## config.mk

```make
export PLATFORM = sky130hd
export DESIGN_NAME = multicycle_control_unit_flat
export DESIGN_NICKNAME = d
export VERILOG_FILES = /design/src/rtl/multicycle_control_unit_if.sv /design/src/rtl/multicycle_control_unit.sv /design/src/flat_wrapper.sv
export SDC_FILE = /design/constraint.sdc
export NUM_CORES = 1
export LEC_CHECK = 0
export CAP_MARGIN = 0
export CORE_MARGIN = 10
export CORE_UTILIZATION = 46
export DETAILED_ROUTE_END_ITERATION = 10
export GPL_ROUTABILITY_DRIVEN = 0
export GPL_TIMING_DRIVEN = 1
export PLACE_DENSITY = 0.84
export SYNTH_ARGS = -nofsm -noshare
export SYNTH_HDL_FRONTEND = slang
export SYNTH_SLANG_ARGS = --single-unit
```

## constraint.sdc

```tcl
create_clock -name clk -period 3.86 [get_ports clk]
set_clock_uncertainty 0.2 [all_clocks]
set_input_delay 0.772 -clock clk [delete_from_list [all_inputs] [get_ports clk]]
set_output_delay 0.772 -clock clk [all_outputs]
set_load 0.005 [all_outputs]
```

## src/rtl/multicycle_control_unit_if.sv

```systemverilog
// Control-unit bus: IR/memory-ready inputs and every datapath strobe.
// The control unit drives through the master modport; the datapath side uses slave.
interface multicycle_control_unit_if #(
    parameter int WORD_SIZE = 16
);
    logic [WORD_SIZE-1:0] inst;
    logic                 mem_ready;
    logic                 pc_write;
    logic                 pc_write_cond;
    logic [1:0]           pc_source;
    logic                 ir_write;
    logic                 i_or_d;
    logic                 mem_read;
    logic                 mem_write;
    logic                 reg_write;
    logic [1:0]           reg_dst;
    logic [1:0]           wb_sel;
    logic [1:0]           alu_src_b;
    logic                 output_en;
    logic                 is_halted;
    logic [WORD_SIZE-1:0] num_inst;

    modport master (
        input  inst, mem_ready,
        output pc_write, pc_write_cond, pc_source, ir_write, i_or_d, mem_read,
               mem_write, reg_write, reg_dst, wb_sel, alu_src_b, output_en,
               is_halted, num_inst
    );

    modport slave (
        output inst, mem_ready,
        input  pc_write, pc_write_cond, pc_source, ir_write, i_or_d, mem_read,
               mem_write, reg_write, reg_dst, wb_sel, alu_src_b, output_en,
               is_halted, num_inst
    );
endinterface

```

## src/rtl/multicycle_control_unit.sv

```systemverilog
// Multi-cycle IF/ID/EX/MEM/WB sequencer with memory-ready waits,
// retired-instruction counter and HLT absorbing state.
module multicycle_control_unit #(
    parameter int WORD_SIZE = 16,
    parameter int OPCODE_W  = 4,
    parameter int FUNC_W    = 6
) (
    input  logic                        clk,
    input  logic                        reset_n,
    multicycle_control_unit_if.master   bus
);
    typedef enum logic [2:0] {
        ST_IF   = 3'd0,
        ST_ID   = 3'd1,
        ST_EX   = 3'd2,
        ST_MEM  = 3'd3,
        ST_WB   = 3'd4,
        ST_HALT = 3'd5
    } state_e;

    localparam logic [OPCODE_W-1:0] OP_BLZ   = 4'd3;
    localparam logic [OPCODE_W-1:0] OP_ADI   = 4'd4;
    localparam logic [OPCODE_W-1:0] OP_ORI   = 4'd5;
    localparam logic [OPCODE_W-1:0] OP_LHI   = 4'd6;
    localparam logic [OPCODE_W-1:0] OP_LWD   = 4'd7;
    localparam logic [OPCODE_W-1:0] OP_SWD   = 4'd8;
    localparam logic [OPCODE_W-1:0] OP_JMP   = 4'd9;
    localparam logic [OPCODE_W-1:0] OP_JAL   = 4'd10;
    localparam logic [OPCODE_W-1:0] OP_RTYPE = 4'd15;

    localparam logic [FUNC_W-1:0] FN_SHR = 6'd9;
    localparam logic [FUNC_W-1:0] FN_JPR = 6'd25;
    localparam logic [FUNC_W-1:0] FN_JRL = 6'd26;
    localparam logic [FUNC_W-1:0] FN_WWD = 6'd28;
    localparam logic [FUNC_W-1:0] FN_HLT = 6'd29;

    state_e               state_q, state_d;
    logic [WORD_SIZE-1:0] num_inst_q, num_inst_d;

    logic [OPCODE_W-1:0]  opcode_s;
    logic [FUNC_W-1:0]    func_s;
    logic                 is_branch_s, is_rtype_s, is_r_alu_s, func_valid_s, op_valid_s;
    logic                 unused_inst_s;

    logic                 retire_s;
    logic                 pc_write_s, pc_write_cond_s, ir_write_s, i_or_d_s;
    logic                 mem_read_s, mem_write_s, reg_write_s, output_en_s, is_halted_s;
    logic [1:0]           pc_source_s, reg_dst_s, wb_sel_s, alu_src_b_s;

    assign opcode_s      = bus.inst[WORD_SIZE-1 -: OPCODE_W];
    assign func_s        = bus.inst[FUNC_W-1:0];
    assign unused_inst_s = ^bus.inst[WORD_SIZE-OPCODE_W-1:FUNC_W];

    // Instruction classification from the IR fields.
    always_comb begin
        is_branch_s  = (opcode_s <= OP_BLZ);
        is_rtype_s   = (opcode_s == OP_RTYPE);
        is_r_alu_s   = is_rtype_s && (func_s <= FN_SHR);
        func_valid_s = (func_s <= FN_SHR) || (func_s == FN_JPR) || (func_s == FN_JRL) ||
                       (func_s == FN_WWD) || (func_s == FN_HLT);
        op_valid_s   = (opcode_s <= OP_JAL) || (is_rtype_s && func_valid_s);
    end

    // Next-state, retire and strobe decode.
    always_comb begin
        state_d         = state_q;
        retire_s        = 1'b0;
        pc_write_s      = 1'b0;
        pc_write_cond_s = 1'b0;
        pc_source_s     = 2'd0;
        ir_write_s      = 1'b0;
        i_or_d_s        = 1'b0;
        mem_read_s      = 1'b0;
        mem_write_s     = 1'b0;
        reg_write_s     = 1'b0;
        reg_dst_s       = 2'd0;
        wb_sel_s        = 2'd0;
        alu_src_b_s     = 2'd0;
        output_en_s     = 1'b0;
        is_halted_s     = 1'b0;

        case (state_q)
            ST_IF: begin
                mem_read_s = 1'b1;
                if (bus.mem_ready) begin
                    ir_write_s = 1'b1;
                    pc_write_s = 1'b1;
                    state_d    = ST_ID;
                end else begin
                    state_d    = ST_IF;
                end
            end
            ST_ID: begin
                if (!op_valid_s) begin
                    retire_s = 1'b1;
                    state_d  = ST_IF;
                end else if (opcode_s == OP_JMP || opcode_s == OP_JAL) begin
                    pc_write_s  = 1'b1;
                    pc_source_s = 2'd2;
                    if (opcode_s == OP_JAL) begin
                        reg_write_s = 1'b1;
                        reg_dst_s   = 2'd2;
                        wb_sel_s    = 2'd2;
                    end else begin
                        reg_write_s = 1'b0;
                    end
                    retire_s = 1'b1;
                    state_d  = ST_IF;
                end else if (is_rtype_s && func_s == FN_HLT) begin
                    retire_s = 1'b1;
                    state_d  = ST_HALT;
                end else begin
                    state_d  = ST_EX;
                end
            end
            ST_EX: begin
                if (is_branch_s) begin
                    pc_write_cond_s = 1'b1;
                    pc_source_s     = 2'd1;
                    retire_s        = 1'b1;
                    state_d         = ST_IF;
                end else if (is_rtype_s && (func_s == FN_JPR || func_s == FN_JRL)) begin
                    pc_write_s  = 1'b1;
                    pc_source_s = 2'd3;
                    if (func_s == FN_JRL) begin
                        reg_write_s = 1'b1;
                        reg_dst_s   = 2'd2;
                        wb_sel_s    = 2'd2;
                    end else begin
                        reg_write_s = 1'b0;
                    end
                    retire_s = 1'b1;
                    state_d  = ST_IF;
                end else if (is_rtype_s && func_s == FN_WWD) begin
                    output_en_s = 1'b1;
                    retire_s    = 1'b1;
                    state_d     = ST_IF;
                end else if (opcode_s == OP_LWD || opcode_s == OP_SWD) begin
                    alu_src_b_s = 2'd1;
                    state_d     = ST_MEM;
                end else if (opcode_s == OP_ADI) begin
                    alu_src_b_s = 2'd1;
                    state_d     = ST_WB;
                end else if (opcode_s == OP_ORI) begin
                    alu_src_b_s = 2'd2;
                    state_d     = ST_WB;
                end else if (opcode_s == OP_LHI) begin
                    alu_src_b_s = 2'd3;
                    state_d     = ST_WB;
                end else if (is_r_alu_s) begin
                    state_d     = ST_WB;
                end else begin
                    // Unreachable with a stable IR; retire rather than hang.
                    retire_s    = 1'b1;
                    state_d     = ST_IF;
                end
            end
            ST_MEM: begin
                i_or_d_s = 1'b1;
                if (opcode_s == OP_LWD) begin
                    mem_read_s = 1'b1;
                    state_d    = bus.mem_ready ? ST_WB : ST_MEM;
                end else if (opcode_s == OP_SWD) begin
                    mem_write_s = 1'b1;
                    retire_s    = bus.mem_ready;
                    state_d     = bus.mem_ready ? ST_IF : ST_MEM;
                end else begin
                    retire_s = 1'b1;
                    state_d  = ST_IF;
                end
            end
            ST_WB: begin
                reg_write_s = 1'b1;
                if (opcode_s == OP_LWD) begin
                    wb_sel_s = 2'd1;
                end else if (is_rtype_s) begin
                    reg_dst_s = 2'd1;
                end else begin
                    reg_dst_s = 2'd0;
                end
                retire_s = 1'b1;
                state_d  = ST_IF;
            end
            ST_HALT: begin
                is_halted_s = 1'b1;
                state_d     = ST_HALT;
            end
            default: begin
                state_d = ST_IF;
            end
        endcase
    end

    // Retired-instruction counter, wrapping naturally at 2^WORD_SIZE.
    always_comb begin
        num_inst_d = num_inst_q + WORD_SIZE'(retire_s);
    end

    // State and counter registers.
    always_ff @(posedge clk or negedge reset_n) begin
        if (!reset_n) begin
            state_q    <= ST_IF;
            num_inst_q <= '0;
        end else begin
            state_q    <= state_d;
            num_inst_q <= num_inst_d;
        end
    end

    // Strobes are forced low while reset is held so nothing leaks mid-abort.
    assign bus.pc_write      = reset_n & pc_write_s;
    assign bus.pc_write_cond = reset_n & pc_write_cond_s;
    assign bus.pc_source     = reset_n ? pc_source_s : 2'd0;
    assign bus.ir_write      = reset_n & ir_write_s;
    assign bus.i_or_d        = reset_n & i_or_d_s;
    assign bus.mem_read      = reset_n & mem_read_s;
    assign bus.mem_write     = reset_n & mem_write_s;
    assign bus.reg_write     = reset_n & reg_write_s;
    assign bus.reg_dst       = reset_n ? reg_dst_s : 2'd0;
    assign bus.wb_sel        = reset_n ? wb_sel_s : 2'd0;
    assign bus.alu_src_b     = reset_n ? alu_src_b_s : 2'd0;
    assign bus.output_en     = reset_n & output_en_s;
    assign bus.is_halted     = reset_n & is_halted_s;
    assign bus.num_inst      = num_inst_q;
endmodule

```

## src/flat_wrapper.sv

```systemverilog
// flat-port wrapper written by rule: the top's interface ports become plain ports
module multicycle_control_unit_flat 
#(
    parameter int WORD_SIZE = 16,
    parameter int OPCODE_W  = 4,
    parameter int FUNC_W    = 6
)
  (clk, reset_n, bus_inst, bus_mem_ready, bus_pc_write, bus_pc_write_cond, bus_pc_source, bus_ir_write, bus_i_or_d, bus_mem_read, bus_mem_write, bus_reg_write, bus_reg_dst, bus_wb_sel, bus_alu_src_b, bus_output_en, bus_is_halted, bus_num_inst);
  multicycle_control_unit_if #(.WORD_SIZE(WORD_SIZE)) bus_i ();
  input  logic clk;
  input  logic reset_n;
  input wire logic [$bits(bus_i.inst)-1:0] bus_inst;
  input wire logic [$bits(bus_i.mem_ready)-1:0] bus_mem_ready;
  output wire logic [$bits(bus_i.pc_write)-1:0] bus_pc_write;
  output wire logic [$bits(bus_i.pc_write_cond)-1:0] bus_pc_write_cond;
  output wire logic [$bits(bus_i.pc_source)-1:0] bus_pc_source;
  output wire logic [$bits(bus_i.ir_write)-1:0] bus_ir_write;
  output wire logic [$bits(bus_i.i_or_d)-1:0] bus_i_or_d;
  output wire logic [$bits(bus_i.mem_read)-1:0] bus_mem_read;
  output wire logic [$bits(bus_i.mem_write)-1:0] bus_mem_write;
  output wire logic [$bits(bus_i.reg_write)-1:0] bus_reg_write;
  output wire logic [$bits(bus_i.reg_dst)-1:0] bus_reg_dst;
  output wire logic [$bits(bus_i.wb_sel)-1:0] bus_wb_sel;
  output wire logic [$bits(bus_i.alu_src_b)-1:0] bus_alu_src_b;
  output wire logic [$bits(bus_i.output_en)-1:0] bus_output_en;
  output wire logic [$bits(bus_i.is_halted)-1:0] bus_is_halted;
  output wire logic [$bits(bus_i.num_inst)-1:0] bus_num_inst;
  assign bus_i.inst = bus_inst;
  assign bus_i.mem_ready = bus_mem_ready;
  assign bus_pc_write = bus_i.pc_write;
  assign bus_pc_write_cond = bus_i.pc_write_cond;
  assign bus_pc_source = bus_i.pc_source;
  assign bus_ir_write = bus_i.ir_write;
  assign bus_i_or_d = bus_i.i_or_d;
  assign bus_mem_read = bus_i.mem_read;
  assign bus_mem_write = bus_i.mem_write;
  assign bus_reg_write = bus_i.reg_write;
  assign bus_reg_dst = bus_i.reg_dst;
  assign bus_wb_sel = bus_i.wb_sel;
  assign bus_alu_src_b = bus_i.alu_src_b;
  assign bus_output_en = bus_i.output_en;
  assign bus_is_halted = bus_i.is_halted;
  assign bus_num_inst = bus_i.num_inst;
  multicycle_control_unit #(.WORD_SIZE(WORD_SIZE), .OPCODE_W(OPCODE_W), .FUNC_W(FUNC_W)) u_core (.clk(clk), .reset_n(reset_n), .bus(bus_i));
endmodule
```

==> impl_metrics.tcl, run 1 <==
set metrics [dict create \
    status "finished clean" \
    p_int_mw 0.455 \
    h-tree-depth 1 \
    maxSlewViolCount 0 \
    hold_slack_ps 286 \
    worstMarginPinSlew_ps 460 \
    final_cells 233 \
    track_usage 0.140 \
    synth_top_area_share 0.366 \
    routed_wl_um 3860 \
    drtIter0Drc 96 \
    crit_slowest_cell "clkdlybuf4s50_1" \
    swShare 0.372 \
    avgSynthCellArea_um2 8.78 \
    crit_top_cell "clkdlybuf4s50_1" \
    cts_root_buffer "clkbuf_4" \
    synthFlopType "dfrtp_1" \
    drv_cap 0 \
    post_drt_wl_per_cell_um 16.6 \
    viasPerCell 5.67 \
    dp_cells 229 \
    post_cts_buffers 0 \
    p_sw_mw 0.269 \
    synth_cell_types 45 \
    power_leakage_nw 0.757 \
    p_seq_frac 0.429 \
    synth_largest_area_cell "dfrtp_1" \
    multi_input_area_um2 795 \
    pwr_density_cell_mw_per_mm2 383 \
    clock_latency_ps 290 \
    critPathCaptureType "output port" \
    cts_hold_buf 0 \
    required_ps 2890 \
    seq_area_frac_synth 0.366 \
    drc_errors 0 \
    clockBufferDepth 2 \
    p_comb_frac 0.439 \
    die_w_um 73.1 \
    overflow 0 \
    initial_utilization 0.475 \
    drive_gt1_frac 0.119 \
    cp_top_family "buffers and inverters" \
    ios 52 \
    cts_tree "done" \
    syn_area_mm2 0.00130 \
    dieArea_mm2 0.00535 \
    nets 224 \
    period_share 0.968 \
    ys_warn_count 0 \
    syn-instance-count 148 \
    antenna_cells 0 \
    fin_ws_ps 125 \
    crit_buf_inv 3 \
    dp_hpwl_um 3090 \
    drt_pre_antenna_iters 5 \
    grt_max_degree 21 \
    pre_cts_ws_ps -61.6 \
    slowest_delay_ps 530 \
    clk_pin_slew_worst_paths_ps 100 \
    setup.worst_path.class "in -> out" \
    relSlewSlack 0.692 \
    period_needed_ps 3740 \
    worstPathCellList "clkdlybuf4s50_1 -> nand4_4 -> buf_4 -> nor4_2 -> nand4b_1 -> a21boi_2 -> clkdlybuf4s50_1" \
    grt_pass1_wl_um 6150 \
    dieHeight_um 73.1 \
    seq_area_um2 475 \
    cp.arrival_ps 2760 \
    cts_buffers 3 \
    synth_commonest_cells "dfrtp_1 (19), nand2_1 (16), nor2_1 (14), xnor2_1 (12), nand3_1 (9)" \
    hold_violations 0 \
    fmax_mhz 268 \
    hold_class "reg -> reg" \
    syn_to_final_growth_pct 45.4 \
    synth_edf_count 0 \
    synth_nets 169 \
    startpoint_type "input port" \
    vias 1322 \
    antenna_found_initial 0 \
    synthArstFlopShare 1.00 \
    clockPowerShare 0.132 \
    nFillCells 214 \
    ys_seq_elements 19 \
    coreArea_mm2 0.00273 \
    final_antenna_net_count 0 \
    vdd_drop_max_mv 0.370 \
    worstPathMaxFanout 5 \
    setup_viol 0 \
    rows 19 \
    grt_pass1_vias 1311 \
    place.port_buffers 45 \
    synth_area_leaders "dfrtp_1 (37%), xnor2_1 (8.1%), nand2_1 (4.6%)" \
    synth.most_common_cell "dfrtp_1" \
    clock-sinks 19 \
]
power by group through the flow:
stage | Sequential [mW] | Clock, mW | Combinational, mW
2_1_floorplan | 0.282 | 0 | 0.184
3_3_place_gp | 0.307 | 0 | 0.305
3_5_place_dp | 0.312 | 0 | 0.317
4_1_cts | 0.308 | 0.0983 | 0.319
5_1_grt | 0.316 | 0.109 | 0.351
6_report | 0.310 | 0.0957 | 0.317
placed cells by master (no fill, tap or decap), types with 2 or more instances in the layout:
master           instances
a21oi_1                  4
and3_1                   3
buf_4                   13
clkbuf_4                 3
clkdlybuf4s50_1         43
dfrtp_1                 19
dlygate4sd2_1            2
ha_1                     2
inv_1                    2
nand2_1                 16
nand2b_1                 2
nand3_1                  9
nand4_1                  3
nand4b_1                 2
nor2_1                  14
nor3_1                   7
nor4_1                   2
o211a_1                  3
o211ai_1                 4
o21a_1                   2
o21ai_0                  3
or3_1                    2
xnor2_1                 12
xor2_1                   4
registers in the layout (all words and copies together) (netlist names):
name / count
u_core.bus.num_inst: 16
u_core.state_q: 3
cell families (layout without fill, tap and decap cells):
| kind of cell | after synthesis | after routing | share of synthesized area |
|---|---|---|---|
| AND/OR/NAND/NOR | 73 | 73 | 0.310 |
| adder cells (fa/ha/maj) | 2 | 2 | 0.0193 |
| XOR/XNOR | 16 | 16 | 0.108 |
| buffers and inverters | 10 | 64 | 0.0337 |
| flip-flops | 19 | 19 | 0.366 |
| AO/OA/AOI/OAI | 28 | 28 | 0.163 |
path summary, 6_finish.rpt:
kind / from / endpoint / slack, ps / depth (start not counted)
min in group asynchronous: reset_n / u_core.bus.num_inst[6]$_DFF_PN0_ / 830 / 2
max in group asynchronous: reset_n / u_core.bus.num_inst[11]$_DFF_PN0_ / 2420 / 2
max reg2reg: u_core.state_q[1]$_DFF_PN0_ / u_core.bus.num_inst[10]$_DFF_PN0_ / 1100 / 9
min: u_core.bus.num_inst[15]$_DFF_PN0_ / u_core.bus.num_inst[15]$_DFF_PN0_ / 290 / 1
min reg2reg: u_core.bus.num_inst[15]$_DFF_PN0_ / u_core.bus.num_inst[15]$_DFF_PN0_ / 290 / 1
max: bus_inst[15] / bus_reg_dst[1] / 120 / 7
per-layer routing:
metal / vias up / part of all wire / GRT usage
met3: 2 / 0.10 / 0.0490
met4: 0 / 0.0062 / 0.0527
li1: 648 / - / -
met5: - / 0 / 0
met2: 71 / 0.47 / 0.234
met1: 601 / 0.42 / 0.159
cell type report:
type,count,share of cell area
inverter,2,0.00398
multi-input combinational,119,0.421
clock buffer,4,0.0139
tap,31,0.0205
sequential,19,0.252
timing repair buffer,58,0.289
what timing repair did:
| item | 4_1_cts | 5_1_grt |
|---|---|---|
| endpoints found under the setup margin | 4 | 2 |
| cloned | 0 | 0 |
| gates resized for setup | 4 | 2 |
| hold endpoints to repair | 0 | 0 |
worst reg2reg max path, stage by stage, from the launching register on:
cell       delay (ps)
dfrtp_1           590
nor3b_1           460
nand3_1           130
a2bb2oi_1         150
o211ai_1          110
ha_1              220
ha_1              210
nand3_1           160
nor3_1            290
xor2_1            170
per-stage QoR:
step | cell area, um2 | setup TNS [ps] | power [mW] | utilization
finish | 1890 | 0 | 0.723 | 0.691
global route | 1890 | -5.40 | 0.776 | 0.691
CTS | 1880 | 0 | 0.726 | 0.689
detailed placement | 1850 | -218 | 0.629 | 0.676
global placement | 1850 | -196 | 0.612 | 0.676
floorplan | 1300 | 0 | 0.466 | -
(Power assumes the default switching activity.)
==> inputs of run 2 (changes only) <==
--- a/config.mk
+++ b/config.mk
@@ -5,13 +5,13 @@
 export SDC_FILE = /design/constraint.sdc
 export NUM_CORES = 1
 export LEC_CHECK = 0
-export CAP_MARGIN = 0
 export CORE_MARGIN = 10
 export CORE_UTILIZATION = 46
 export DETAILED_ROUTE_END_ITERATION = 10
 export GPL_ROUTABILITY_DRIVEN = 0
 export GPL_TIMING_DRIVEN = 1
 export PLACE_DENSITY = 0.84
+export SKIP_CTS_REPAIR_TIMING = 1
 export SYNTH_ARGS = -nofsm -noshare
 export SYNTH_HDL_FRONTEND = slang
 export SYNTH_SLANG_ARGS = --single-unit
==> run 2 against run 1 <==
Die area is the same. Sequential share of layout area shrank 0.13 points. Worst hold slack is essentially flat. Critical path depth is the same. Utilization grew 0.37 points. Register-to-register slack is essentially flat. Count of clock-buffer cells in the layout is the same. Final area grew 0.53%. Via count shrank 0.30%. Highest routed layer unchanged.
==> impl_metrics.tcl, run 2 (synthesized netlist as in run 1, its figures left out) <==
set metrics [dict create \
    cts_tree "done" \
    post_drt_wl_per_cell_um 16.5 \
    hold_class "reg -> reg" \
    drtIter0Drc 96 \
    power_leakage_nw 0.792 \
    startpoint_type "input port" \
    cp.arrival_ps 2760 \
    largest_register_ffs 16 \
    ios 52 \
    cts_buffers 3 \
    track_usage 0.140 \
    pwr_density_cell_mw_per_mm2 382 \
    die_w_um 73.1 \
    final_cell_mix "clkdlybuf4s50_1 (42), dfrtp_1 (19), nand2_1 (16)" \
    seq_area_um2 475 \
    drc_errors 0 \
    rsz0062_at_grt "false" \
    critPathCaptureType "output port" \
    worstMarginPinSlew_ps 466 \
    syn_to_final_growth_pct 46.1 \
    antenna_found_initial 0 \
    viasPerCell 5.66 \
    clockBufferDepth 2 \
    required_ps 2890 \
    setup_viol 0 \
    period_needed_ps 3730 \
    drt_pre_antenna_iters 4 \
    pre_cts_ws_ps -61.6 \
    final_cells 233 \
    maxSlewViolCount 0 \
    status "finished clean" \
    drv_cap 0 \
    dp_cells 229 \
    grt_pass1_vias 1305 \
    period_share 0.967 \
    dieArea_mm2 0.00535 \
    final_antenna_net_count 0 \
    vdd_drop_max_mv 0.370 \
    dp_hpwl_um 3090 \
    vias 1318 \
    nFillCells 212 \
    routed_wl_um 3850 \
    initial_utilization 0.475 \
    grt_pass1_wl_um 6130 \
    h-tree-depth 1 \
    grt_max_degree 21 \
    dieHeight_um 73.1 \
    antenna_cells 0 \
    rows 19 \
    coreArea_mm2 0.00273 \
    overflow 0 \
    clk_pin_slew_worst_paths_ps 100 \
    nets 224 \
    cts_root_buffer "clkbuf_4" \
    mostFrequentLayoutCell "clkdlybuf4s50_1" \
    multi_input_area_um2 795 \
    clock-sinks 19 \
    fin_ws_ps 126 \
    fmax_mhz 268 \
    drive_gt1_frac 0.119 \
    place.port_buffers 45 \
    hold_violations 0 \
    worstPathMaxFanout 5 \
    setup.worst_path.class "in -> out" \
    clock_latency_ps 290 \
    relSlewSlack 0.688 \
]
run 2: changes by cell type in the layout (fill, tap and decap cells not counted):
cell,previous run,this run
clkdlybuf4s50_1,43,42
dlygate4sd2_1,2,0
dlymetal6s2s_1,0,3
run 2: stage by stage:
step	area (um2)	utilization	TNS (ps)	power (mW)	hold WS [ps]
after floorplan	1300	-	0	0.466	268
after global placement	1850	0.676	-196	0.612	261
after detailed placement	1850	0.676	-218	0.629	266
after CTS	1880	0.686	-305	0.727	287
after global routing	1900	0.694	0	0.776	305
final	1900	0.694	0	0.724	286
run 2: where the power goes:
part | internal [mW] | switching (mW)
clock | 0.0401 | 0.0557
combinational | 0.175 | 0.144
sequential | 0.241 | 0.0695
total | 0.456 | 0.269
run 2: layout make-up:
| type | count | area share |
|---|---|---|
| multi-input cells | 119 | 0.419 |
| repair buffers | 58 | 0.293 |
| flip-flops and latches | 19 | 0.250 |
| well taps | 31 | 0.0204 |
| clock buffers | 4 | 0.0138 |
| inverters | 2 | 0.00396 |
run 2: routing by layer:
layer / wire, um / global-route usage
met1: 1640 / 0.159
met2: 1810 / 0.233
met3: 375 / 0.0490
met4: 24 / 0.0527
met5: 0 / 0
run 2: critical path: stages:
cell,delay (ps)
clkdlybuf4s50_1,520
nand4_4,110
buf_4,170
nor4_2,280
nand4b_1,190
a21boi_2,190
clkdlybuf4s50_1,530
run 2: worst paths after layout:
check	start	endpoint	cells past startpoint	slack, ps
worst max-delay path	bus_inst[14]	bus_reg_dst[1]	7	130
worst min-delay path	u_core.bus.num_inst[15]$_DFF_PN0_	u_core.bus.num_inst[15]$_DFF_PN0_	1	290
worst max register to register	u_core.state_q[1]$_DFF_PN0_	u_core.bus.num_inst[10]$_DFF_PN0_	9	1100
worst min register to register	u_core.bus.num_inst[15]$_DFF_PN0_	u_core.bus.num_inst[15]$_DFF_PN0_	1	290
max in group asynchronous	reset_n	u_core.bus.num_inst[11]$_DFF_PN0_	2	2420
min in group asynchronous	reset_n	u_core.bus.num_inst[6]$_DFF_PN0_	2	840
==> inputs of run 3 (changes only) <==
--- a/config.mk
+++ b/config.mk
@@ -5,12 +5,13 @@
 export SDC_FILE = /design/constraint.sdc
 export NUM_CORES = 1
 export LEC_CHECK = 0
+export ABC_AREA = 1
 export CORE_MARGIN = 10
-export CORE_UTILIZATION = 46
+export CORE_UTILIZATION = 47
 export DETAILED_ROUTE_END_ITERATION = 10
 export GPL_ROUTABILITY_DRIVEN = 0
 export GPL_TIMING_DRIVEN = 1
-export PLACE_DENSITY = 0.84
+export PLACE_DENSITY = 0.85
 export SKIP_CTS_REPAIR_TIMING = 1
 export SYNTH_ARGS = -nofsm -noshare
 export SYNTH_HDL_FRONTEND = slang
==> run 3 against run 2 <==
Critical path depth increased by 3. Worst hold slack got worse by 3.6 ps. Final cell count increased by 14%.
==> impl_metrics.tcl, run 3 <==
set metrics [dict create \
    status "finished clean" \
    grt_max_degree 20 \
    cts_root_buffer "clkbuf_4" \
    hold_violations 0 \
    worstPathMaxFanout 7 \
    crit_buf_inv 3 \
    grt_pass1_vias 1308 \
    ios 52 \
    nFillCells 251 \
    worstMarginPinSlew_ps 385 \
    clk_pin_slew_worst_paths_ps 100 \
    fin_util 0.678 \
    antenna_cells 0 \
    maxSlewViolCount 0 \
    clock_latency_ps 300 \
    required_ps 2890 \
    largest_register_ffs 16 \
    dp_hpwl_um 2780 \
    h-tree-depth 1 \
    place.port_buffers 45 \
    setup.worst_path.class "in -> out" \
    dieArea_mm2 0.00538 \
    period_needed_ps 3540 \
    mostFrequentLayoutCell "nand2_1" \
    seq_area_frac_synth 0.355 \
    worstPathCellList "clkdlybuf4s50_1 -> nand2_4 -> nor2_8 -> nand3_2 -> nor2_2 -> nor2_1 -> nand2_1 -> nand2_1 -> inv_1 -> clkdlybuf4s50_1" \
    grt_pass1_wl_um 5780 \
    ys_warn_count 0 \
    dieHeight_um 73.4 \
    setup_viol 0 \
    vias 1329 \
    crit_slowest_cell "clkdlybuf4s50_1" \
    routed_wl_um 3230 \
    period_share 0.917 \
    synth.most_common_cell "nand2_1" \
    fin_tns_setup_ps 0 \
    avgSynthCellArea_um2 7.24 \
    synth_edf_count 0 \
    synth_largest_area_cell "dfrtp_1" \
    cp.arrival_ps 2570 \
    synthFlopType "dfrtp_1" \
    syn_to_final_growth_pct 38.5 \
    wl_met2_um 1570 \
    clockBufferDepth 2 \
    rows 19 \
    syn-instance-count 185 \
    synth_commonest_cells "nand2_1 (49), nor2_1 (28), inv_1 (21), dfrtp_1 (19), nand3_1 (14)" \
    synth_area_leaders "dfrtp_1 (36%), nand2_1 (14%), nor2_1 (7.9%)" \
    slowest_delay_ps 580 \
    total_power_mw 0.342 \
    clock-sinks 19 \
    drc_errors 0 \
    critPathCaptureType "output port" \
    coreArea_mm2 0.00273 \
    pwr_density_cell_mw_per_mm2 184 \
    overflow 0 \
    synth_cell_types 23 \
    fmax_mhz 283 \
    syn_area_mm2 0.00134 \
    drive_gt1_frac 0.0940 \
    hold_class "reg -> reg" \
    dr.max_layer_used "met4" \
    nets 256 \
    initial_utilization 0.490 \
    rsz0062_at_grt "false" \
    drv_cap 0 \
    relSlewSlack 0.742 \
    die_w_um 73.4 \
    drt_pre_antenna_iters 4 \
    final_antenna_net_count 0 \
    power_leakage_nw 0.898 \
    cp_top_family "buffers and inverters" \
    cts_tree "done" \
    synth_nets 206 \
    track_usage 0.129 \
    drtIter0Drc 80 \
    wl_met1_um 1430 \
    met3_wirelength_um 204 \
    startpoint_type "input port" \
    final_cell_mix "nand2_1 (49), clkdlybuf4s50_1 (45), nor2_1 (28)" \
    viasPerCell 5.02 \
    antenna_found_initial 0 \
    synthArstFlopShare 1.00 \
    cts_buffers 3 \
    post_drt_wl_per_cell_um 12.2 \
    synth_top_area_share 0.355 \
    vdd_drop_max_mv 0.257 \
    ys_seq_elements 19 \
]
==> run 3: changes by cell type after synthesis, sizes merged, moves of 4 or more <==
cell and change:
nand3 +9, inv +22, o211ai -4, xor2 +4, xnor2 -5, clkbuf -5
nand2 +34, nor2 +19
==> run 3: worst paths after layout <==
check / slack [ps] / endpoint / startpoint / cells past startpoint
setup / recovery: 320 / bus_pc_write / bus_inst[13] / 10
setup reg to reg: 1240 / u_core.bus.num_inst[12]$_DFF_PN0_ / u_core.state_q[0]$_DFF_PN0_ / 12
hold reg to reg: 280 / u_core.bus.num_inst[15]$_DFF_PN0_ / u_core.bus.num_inst[15]$_DFF_PN0_ / 1
max in group asynchronous: 2520 / u_core.bus.num_inst[14]$_DFF_PN0_ / reset_n / 2
hold / removal: 280 / u_core.bus.num_inst[15]$_DFF_PN0_ / u_core.bus.num_inst[15]$_DFF_PN0_ / 1
min in group asynchronous: 750 / u_core.bus.num_inst[15]$_DFF_PN0_ / reset_n / 2
==> run 3: layout make-up <==
type                       count  area [um2]  share of cell area
multi-input combinational    141         766               0.413
sequential                    19         475               0.256
timing repair buffer          46         458               0.247
inverter                      24        90.1              0.0486
tap                           31        38.8              0.0209
clock buffer                   4        26.3              0.0142
==> run 3: where the power goes <==
part	leakage [nW]	switching (mW)	internal, mW
clock network	0.0150	0.0575	0.0403
logic	0.632	0.0246	0.0195
registers	0.250	0.000244	0.199
total	0.898	0.0824	0.259
==> run 3: worst register-to-register path, stage by stage, from the launching register on <==
cell and delay [ps]:
dfrtp_1 460, nor3_2 400, nand3_1 120, nor2_1 110, nor2_1 60, nand2_1 80, ha_1 180, ha_1 180
nand3_1 140, nor2_2 190, nand3_2 130, nor3_2 140, xor2_1 170
==> run 3: kinds of logic (layout without fill, tap and decap cells) <==
kind of cell | after synthesis | in the layout | share of synthesized area
AND/OR/NAND/NOR | 115 | 115 | 0.416
XOR/XNOR | 15 | 15 | 0.0981
adder cells (fa/ha/maj) | 2 | 2 | 0.0187
AO/OA/AOI/OAI | 9 | 9 | 0.0393
flip-flops | 19 | 19 | 0.355
buffers and inverters | 25 | 74 | 0.0729
==> run 3: metrics by stage <==
stage                     std cells  setup WS, ps  hold WS (ps)  instance area (um2)
after floorplan                 185          1160           265                 1340
after CTS                       265           316           295                 1850
after global placement          261           318           256                 1830
after global routing            265           144           305                 1850
final                           265           321           282                 1850
after detailed placement        261           318           278                 1830
==> run 3: metal layers <==
layer	GRT usage	vias to the layer above
li1	-	686
met1	0.155	609
met2	0.215	30
met3	0.0444	4
met4	0.0311	0
met5	0	-
